==> src/rtl/host_mem_avmm_rd_engine.sv <==
// host_mem_avmm_rd_engine
// Avalon-MM burst read traffic engine for one host-memory channel. Issues a
// programmed sequence of line-addressed read bursts under an outstanding-line
// credit limit, XOR-folds the returned data into a 64-bit checksum and reports
// completion and run length.
// Optional feature macro: HOST_MEM_RD_ENGINE_STATS_EN adds o_max_outstanding,
// the peak number of outstanding lines seen during the last run.

module host_mem_avmm_rd_engine #(
    parameter int ADDR_WIDTH      = 42,
    parameter int DATA_WIDTH      = 512,
    parameter int BURST_CNT_WIDTH = 7,
    parameter int MAX_OUTSTANDING = 256
) (
    input  logic                       i_clk,
    input  logic                       i_reset_n,
    input  logic                       i_start,
    input  logic [ADDR_WIDTH-1:0]      i_base_addr,
    input  logic [31:0]                i_num_bursts,
    input  logic [BURST_CNT_WIDTH-1:0] i_burst_len,
    output logic                       o_busy,
    output logic                       o_done,
    output logic [63:0]                o_checksum,
    output logic [31:0]                o_cycles,
    output logic [ADDR_WIDTH-1:0]      o_avmm_address,
    output logic                       o_avmm_read,
    output logic [BURST_CNT_WIDTH-1:0] o_avmm_burstcount,
    input  logic                       i_avmm_waitrequest,
    input  logic [DATA_WIDTH-1:0]      i_avmm_readdata,
    input  logic                       i_avmm_readdatavalid
`ifdef HOST_MEM_RD_ENGINE_STATS_EN
    ,
    output logic [15:0]                o_max_outstanding
`endif
);

    localparam int MAX_BURST = 1 << (BURST_CNT_WIDTH - 1);
    localparam int LANES     = DATA_WIDTH / 64;
    localparam int OUT_W     = $clog2(MAX_OUTSTANDING + 1);

    localparam logic [31:0]                MAX_OUT_32  = 32'(MAX_OUTSTANDING);
    localparam logic [BURST_CNT_WIDTH-1:0] MAX_BURST_L = BURST_CNT_WIDTH'(MAX_BURST);

    typedef enum logic [1:0] {
        S_IDLE  = 2'd0,
        S_ISSUE = 2'd1,
        S_DRAIN = 2'd2,
        S_FIN   = 2'd3
    } state_t;

    state_t                     r_state;
    logic [BURST_CNT_WIDTH-1:0] r_len;
    logic [31:0]                r_bursts_left;
    logic [OUT_W-1:0]           r_outstanding;
    logic                       r_read;
    logic [ADDR_WIDTH-1:0]      r_address;
    logic [BURST_CNT_WIDTH-1:0] r_burstcount;
    logic                       r_busy;
    logic                       r_done;
    logic [63:0]                r_checksum;
    logic [31:0]                r_cycles;

    logic [BURST_CNT_WIDTH-1:0] w_clamp_len;
    logic                       w_accept;
    logic                       w_beat;
    logic                       w_launch;
    logic [31:0]                w_out_ext;
    logic [31:0]                w_len_ext;
    logic [31:0]                w_commit;
    logic                       w_credit_ok;
    logic [OUT_W-1:0]           w_out_next;
    logic [63:0]                w_lane_acc [LANES+1];

    // Effective burst length: zero means one line, oversize saturates at the legal maximum
    always_comb begin
        if (i_burst_len == '0) begin
            w_clamp_len = BURST_CNT_WIDTH'(1);
        end else if (i_burst_len > MAX_BURST_L) begin
            w_clamp_len = MAX_BURST_L;
        end else begin
            w_clamp_len = i_burst_len;
        end
    end

    assign w_launch  = (r_state == S_IDLE) && i_start;
    assign w_accept  = r_read && !i_avmm_waitrequest;
    // A beat with nothing outstanding is stray (e.g. left over from before a reset)
    assign w_beat    = i_avmm_readdatavalid && (r_outstanding != '0);
    assign w_out_ext = 32'(r_outstanding);
    assign w_len_ext = 32'(r_len);

    // Credit for the next request counts the burst being accepted this cycle but
    // not the beats returning this cycle; those free credit one cycle later.
    assign w_commit    = w_out_ext + (w_accept ? w_len_ext : 32'd0);
    assign w_credit_ok = (w_commit + w_len_ext) <= MAX_OUT_32;

    // Never exceeds MAX_OUTSTANDING, so OUT_W bits cannot overflow
    assign w_out_next = r_outstanding
                      + (w_accept ? OUT_W'(r_len) : OUT_W'(0))
                      - (w_beat ? OUT_W'(1) : OUT_W'(0));

    // XOR of all 64-bit lanes of the incoming line
    assign w_lane_acc[0] = 64'd0;
    for (genvar gi = 0; gi < LANES; gi++) begin : g_fold
        assign w_lane_acc[gi+1] = w_lane_acc[gi] ^ i_avmm_readdata[gi*64 +: 64];
    end

    // Run control FSM with registered Avalon request and status outputs
    always_ff @(posedge i_clk or negedge i_reset_n) begin
        if (!i_reset_n) begin
            r_state       <= S_IDLE;
            r_len         <= '0;
            r_bursts_left <= '0;
            r_read        <= 1'b0;
            r_address     <= '0;
            r_burstcount  <= '0;
            r_busy        <= 1'b0;
            r_done        <= 1'b0;
        end else begin
            r_done <= 1'b0;
            case (r_state)
                S_IDLE: begin
                    if (i_start) begin
                        r_len         <= w_clamp_len;
                        r_burstcount  <= w_clamp_len;
                        r_address     <= i_base_addr;
                        r_bursts_left <= i_num_bursts;
                        if (i_num_bursts == 32'd0) begin
                            r_done  <= 1'b1;
                            r_state <= S_FIN;
                        end else begin
                            // Nothing is outstanding in IDLE and L never exceeds the limit
                            r_busy  <= 1'b1;
                            r_read  <= 1'b1;
                            r_state <= S_ISSUE;
                        end
                    end
                end
                S_ISSUE: begin
                    if (w_accept) begin
                        // r_address always points at the next burst to request
                        r_address     <= r_address + ADDR_WIDTH'(r_len);
                        r_bursts_left <= r_bursts_left - 32'd1;
                        if (r_bursts_left == 32'd1) begin
                            r_read  <= 1'b0;
                            r_state <= S_DRAIN;
                        end else begin
                            r_read <= w_credit_ok;
                        end
                    end else if (!r_read) begin
                        // A pending request is held untouched; only an idle slot re-checks credit
                        r_read <= w_credit_ok;
                    end
                end
                S_DRAIN: begin
                    if (r_outstanding == '0) begin
                        r_busy  <= 1'b0;
                        r_done  <= 1'b1;
                        r_state <= S_FIN;
                    end
                end
                S_FIN: begin
                    r_state <= S_IDLE;
                end
                default: begin
                    r_state <= S_IDLE;
                end
            endcase
        end
    end

    // Outstanding-line credit counter
    always_ff @(posedge i_clk or negedge i_reset_n) begin
        if (!i_reset_n) begin
            r_outstanding <= '0;
        end else begin
            r_outstanding <= w_out_next;
        end
    end

    // Checksum fold and saturating run-cycle counter, both cleared on launch
    always_ff @(posedge i_clk or negedge i_reset_n) begin
        if (!i_reset_n) begin
            r_checksum <= '0;
            r_cycles   <= '0;
        end else if (w_launch) begin
            r_checksum <= '0;
            r_cycles   <= '0;
        end else begin
            if (w_beat) begin
                r_checksum <= r_checksum ^ w_lane_acc[LANES];
            end
            if (r_busy && (r_cycles != 32'hFFFF_FFFF)) begin
                r_cycles <= r_cycles + 32'd1;
            end
        end
    end

`ifdef HOST_MEM_RD_ENGINE_STATS_EN
    logic [15:0] r_max_outstanding;

    // Peak outstanding lines over the current run
    always_ff @(posedge i_clk or negedge i_reset_n) begin
        if (!i_reset_n) begin
            r_max_outstanding <= '0;
        end else if (w_launch) begin
            r_max_outstanding <= '0;
        end else if ({16'd0, r_max_outstanding} < w_out_ext) begin
            r_max_outstanding <= w_out_ext[15:0];
        end
    end

    assign o_max_outstanding = r_max_outstanding;
`endif

    assign o_busy            = r_busy;
    assign o_done            = r_done;
    assign o_checksum        = r_checksum;
    assign o_cycles          = r_cycles;
    assign o_avmm_address    = r_address;
    assign o_avmm_read       = r_read;
    assign o_avmm_burstcount = r_burstcount;

endmodule
==> config.mk <==
export PLATFORM = sky130hd
export DESIGN_NAME = host_mem_avmm_rd_engine
export DESIGN_NICKNAME = d
export VERILOG_FILES = /design/src/rtl/host_mem_avmm_rd_engine.sv
export SDC_FILE = /design/constraint.sdc
export NUM_CORES = 1
export LEC_CHECK = 0
export CAP_MARGIN = 40
export CORE_AREA = 2 2 287 289
export CTS_CLUSTER_DIAMETER = 50
export CTS_CLUSTER_SIZE = 8
export DETAILED_ROUTE_END_ITERATION = 10
export DIE_AREA = 0 0 289 291
export PLACE_DENSITY = 0.5
export SYNTH_ARGS = -nofsm -noshare
export SYNTH_HDL_FRONTEND = slang
export SYNTH_SLANG_ARGS = --single-unit
==> constraint.sdc <==
create_clock -name i_clk -period 4 [get_ports i_clk]
set_input_delay 0.8 -clock i_clk [delete_from_list [all_inputs] [get_ports i_clk]]
set_output_delay 0.8 -clock i_clk [all_outputs]
set_load 0.01 [all_outputs]
==> results list <==
- Dominant register cell in the synthesized netlist: dfrtp_1
* CP Class: input port to flop
- Initial Util: 18.4%
* Setup repair after global routing missed its margin: no
* Leakage power summed over all cells: 9.33 nW
- Count of clock tree sinks: 191
- TritonCTS built the clock tree.
- Core region area: 81200 sq um
- Placed Instances: 3456
- The internal power of the cells totals 7.71 mW.
- Once layout is done, the placed cells without fillers occupy 24400 sq um.
- Net count reported at finish: 3049
- Number of non-filler instances in the completed layout: 3494
- Register area share after synthesis: 32.0%
- The top cell types in the final layout, fill and taps aside, are clkdlybuf4s50_1, xnor2_1, dfrtp_1.
- Entering global routing, the biggest net connects 90 pins.
- Post-synthesis async set-or-reset flop share: 100%
* Warnings, synthesis: 0
- Cell chosen for the clock root: clkbuf_16
- Synthesis inferred 191 register bits.
- Number of different library cells in the post-synthesis netlist: 65
* PD cells: 586 nW/um^2
* Initial drt markers: 679
- STA classifies the critical path endpoint as a flop.
* Number of fill cells in the layout: 8522
- The max-slew violation total from the final report was 0.
- Net switching component of the power: 6.56 mW
* Final setup vio count: 0
* Reg clk slew, reported paths: 0.09 ns
- For the worst setup path, the data required time is 4.42 ns.
- Clock network fraction of design power: 13.1%
* Final antenna-violating net count: 0
* Number of post-CTS setup repair buffers: 0
* Total CTS buffers: 17
* Layout cell share with drive strength beyond 1: 3.06%
- Netlist Area Pre-Place: 14900 sq um
- Dividing the detail-routed wire length by the instance count gives 23.0 um.
- Data on the critical path arrives at its endpoint at 3.83 ns.
* GP Congestion: 0.912
- Vias in the first global route: 15519
- Port buffering added 745 buffers.
- CTS H-Tree Depth: 4
* Cts hold-fix bufs: 0
- Upper clock frequency limit: 293 MHz
* Max FO, Critical Path: 5
- Setup slack of the critical path after layout: 0.590 ns
* Status: complete, no violations
- Cell area after placement: 23700 sq um
- Number of hold-slack violations in the final timing report: 0
- The final critical path takes up 85.3% of the cycle.
- The first global-routing pass estimated 112 mm of wire.
- For the final database, setup skew stands at 0.0136 ns.
* Accumulated negative setup slack: 0 ns
* Switching fraction of total power: 46.0%
- Number of antenna violations at the first check in global routing: 34
- Comb power frac: 59.6%
* Worst IR Drop VDD: 0.490 mV
- The tightest min-delay check is of the input port to asynchronous set/reset pin type.
- Global routing used 18.8% of the available tracks across all layers.
- Worst slack after detailed placement: 0.0337 ns
- Synthesis produced a netlist with a net count of 2325.
- At the later pin of the worst-skew pair, clock insertion delay measures 0.49 ns.
* DRC violation count after routing: 0
- Yosys mapped a number of flops with a built-in enable equal to 0.
* Remaining Overflow, GRT: 0
- Using the TritonRoute via totals, the vias-per-cell ratio works out to 4.26.
* Total die area: 84100 sq um
- The pre-antenna-repair detailed-routing pass consisted of 4 iterations.
- Max-cap violations: 0
* Most common cell after layout, fill and taps aside: clkdlybuf4s50_1
- Post-cts resize count: 0
* Clock Path Buffers: 2
- Via count: 14895
* Worst-Margin Slew: 0.856 ns
* Die extent in x: 289 um
- Post-detailed-placement half-perimeter wirelength: 69.1 mm
* # rows: 105
- In this run, flip-flops and latches consume 27.3% of the power.
- Post-layout minimum cycle time: 3.41 ns
* Total wirelength of the detailed-routed design: 80.3 mm
- A synthesized cell averages 8.89 sq um.
- Number of ports placed on the die boundary: 746
- The worst setup path is launched from an input port.
- Synthesis produced 1681 cells.
- From synthesis to final layout, the design area changed by 63.0%.
- The worst pin sits at a relative slew slack of 42.4%.
* Vert. Die Dim: 291 um
-- cell families after synthesis --
family | synth area share (%)
simple gates | 15.3
compound gates | 10.7
xor+xnor | 32.5
flops | 32.0
mux | 2.41
buf+inv | 2.77
fa+ha+maj | 4.35
-- sequential cells by signal (all words and copies together), names as in the netlist --
signal / cells
o_avmm_burstcount: 7
r_bursts_left: 32
o_done: 1
o_busy: 1
o_checksum: 64
r_state: 2
o_avmm_read: 1
o_cycles: 32
r_outstanding: 9
o_avmm_address: 42
-- power by group through the flow --
stage	Clock (mW)	Sequential [mW]	Combinational, mW
detailed placement	0	3.93	8.62
global route	2.02	4.04	9.43
CTS	1.96	3.90	8.64
floorplan	0	3.88	4.66
finish	1.86	3.90	8.51
global placement	0	3.88	8.46
-- worst max-delay path, stage by stage --
cell             delay [ns]
clkdlybuf4s50_1        0.52
nor2b_1                0.06
buf_4                  0.15
nand2_1                0.09
inv_1                  0.06
fa_1                   0.48
ha_1                   0.17
inv_1                  0.06
fa_1                   0.38
xnor2_1                0.15
nor4b_1                0.33
o211ai_1               0.16
a311o_1                0.29
a21oi_1                0.12
-- routing by layer --
metal	track usage, %	up-vias	wire (um)
met2	35.6	540	43000
met1	20.8	7092	30700
li1	-	7164	-
met5	0	-	80
met4	3.63	12	1270
met3	5.05	87	5290
-- worst paths after layout --
check / startpoint / to / slack [ns] / depth (start not counted)
min: i_reset_n / r_bursts_left[7] / 0.30 / 1
max in group asynchronous: i_reset_n / o_avmm_address[30] / 2.75 / 2
min in group i_clk: o_avmm_address[2] / o_avmm_address[2] / 0.53 / 2
max: i_avmm_waitrequest / o_avmm_read / 0.59 / 14
max reg2reg: r_outstanding[3] / r_outstanding[8] / 0.75 / 14
min reg2reg: o_avmm_address[2] / o_avmm_address[2] / 0.53 / 2
-- synthesized netlist by cell type, types with 6 or more instances --
library cell | n | area (sq um)
or4_1 | 6 | 45.0
nor2_1 | 136 | 510
a21o_1 | 8 | 60.1
and2_1 | 7 | 43.8
nand3b_1 | 9 | 67.6
inv_1 | 52 | 195
ha_1 | 36 | 450
and3_1 | 18 | 113
mux2i_1 | 36 | 360
xor2_1 | 155 | 1360
o22ai_1 | 58 | 363
nand4_1 | 29 | 181
a21oi_1 | 82 | 410
nand3_1 | 41 | 205
nor4_1 | 22 | 138
dfrtp_1 | 191 | 4780
o21ai_0 | 49 | 245
xnor2_1 | 399 | 3490
nand2_1 | 170 | 638
clkbuf_1 | 52 | 195
fa_1 | 10 | 200
nor3_1 | 20 | 100
a31o_2 | 7 | 61.3
-- layout make-up --
type	instances	area, sq um	area share [%]
repair buffers	761	7640	31.4
inverters	53	199	0.817
well taps	1070	1340	5.50
diodes	6	15.0	0.0617
clock buffers	17	425	1.75
flip-flops and latches	191	4780	19.6
clock inverters	15	184	0.755
multi-input cells	1381	9770	40.1
-- through the flow --
step	total power [mW]	hold slack [ns]	utilization [%]
CTS	14.5	0.282	30.0
global placement	12.3	0.506	29.2
detailed placement	12.5	0.518	29.2
finish	14.3	0.304	30.0
global route	15.5	0.313	30.0
floorplan	8.54	0.500	-
Note: power is estimated with default switching activity, not from simulation.
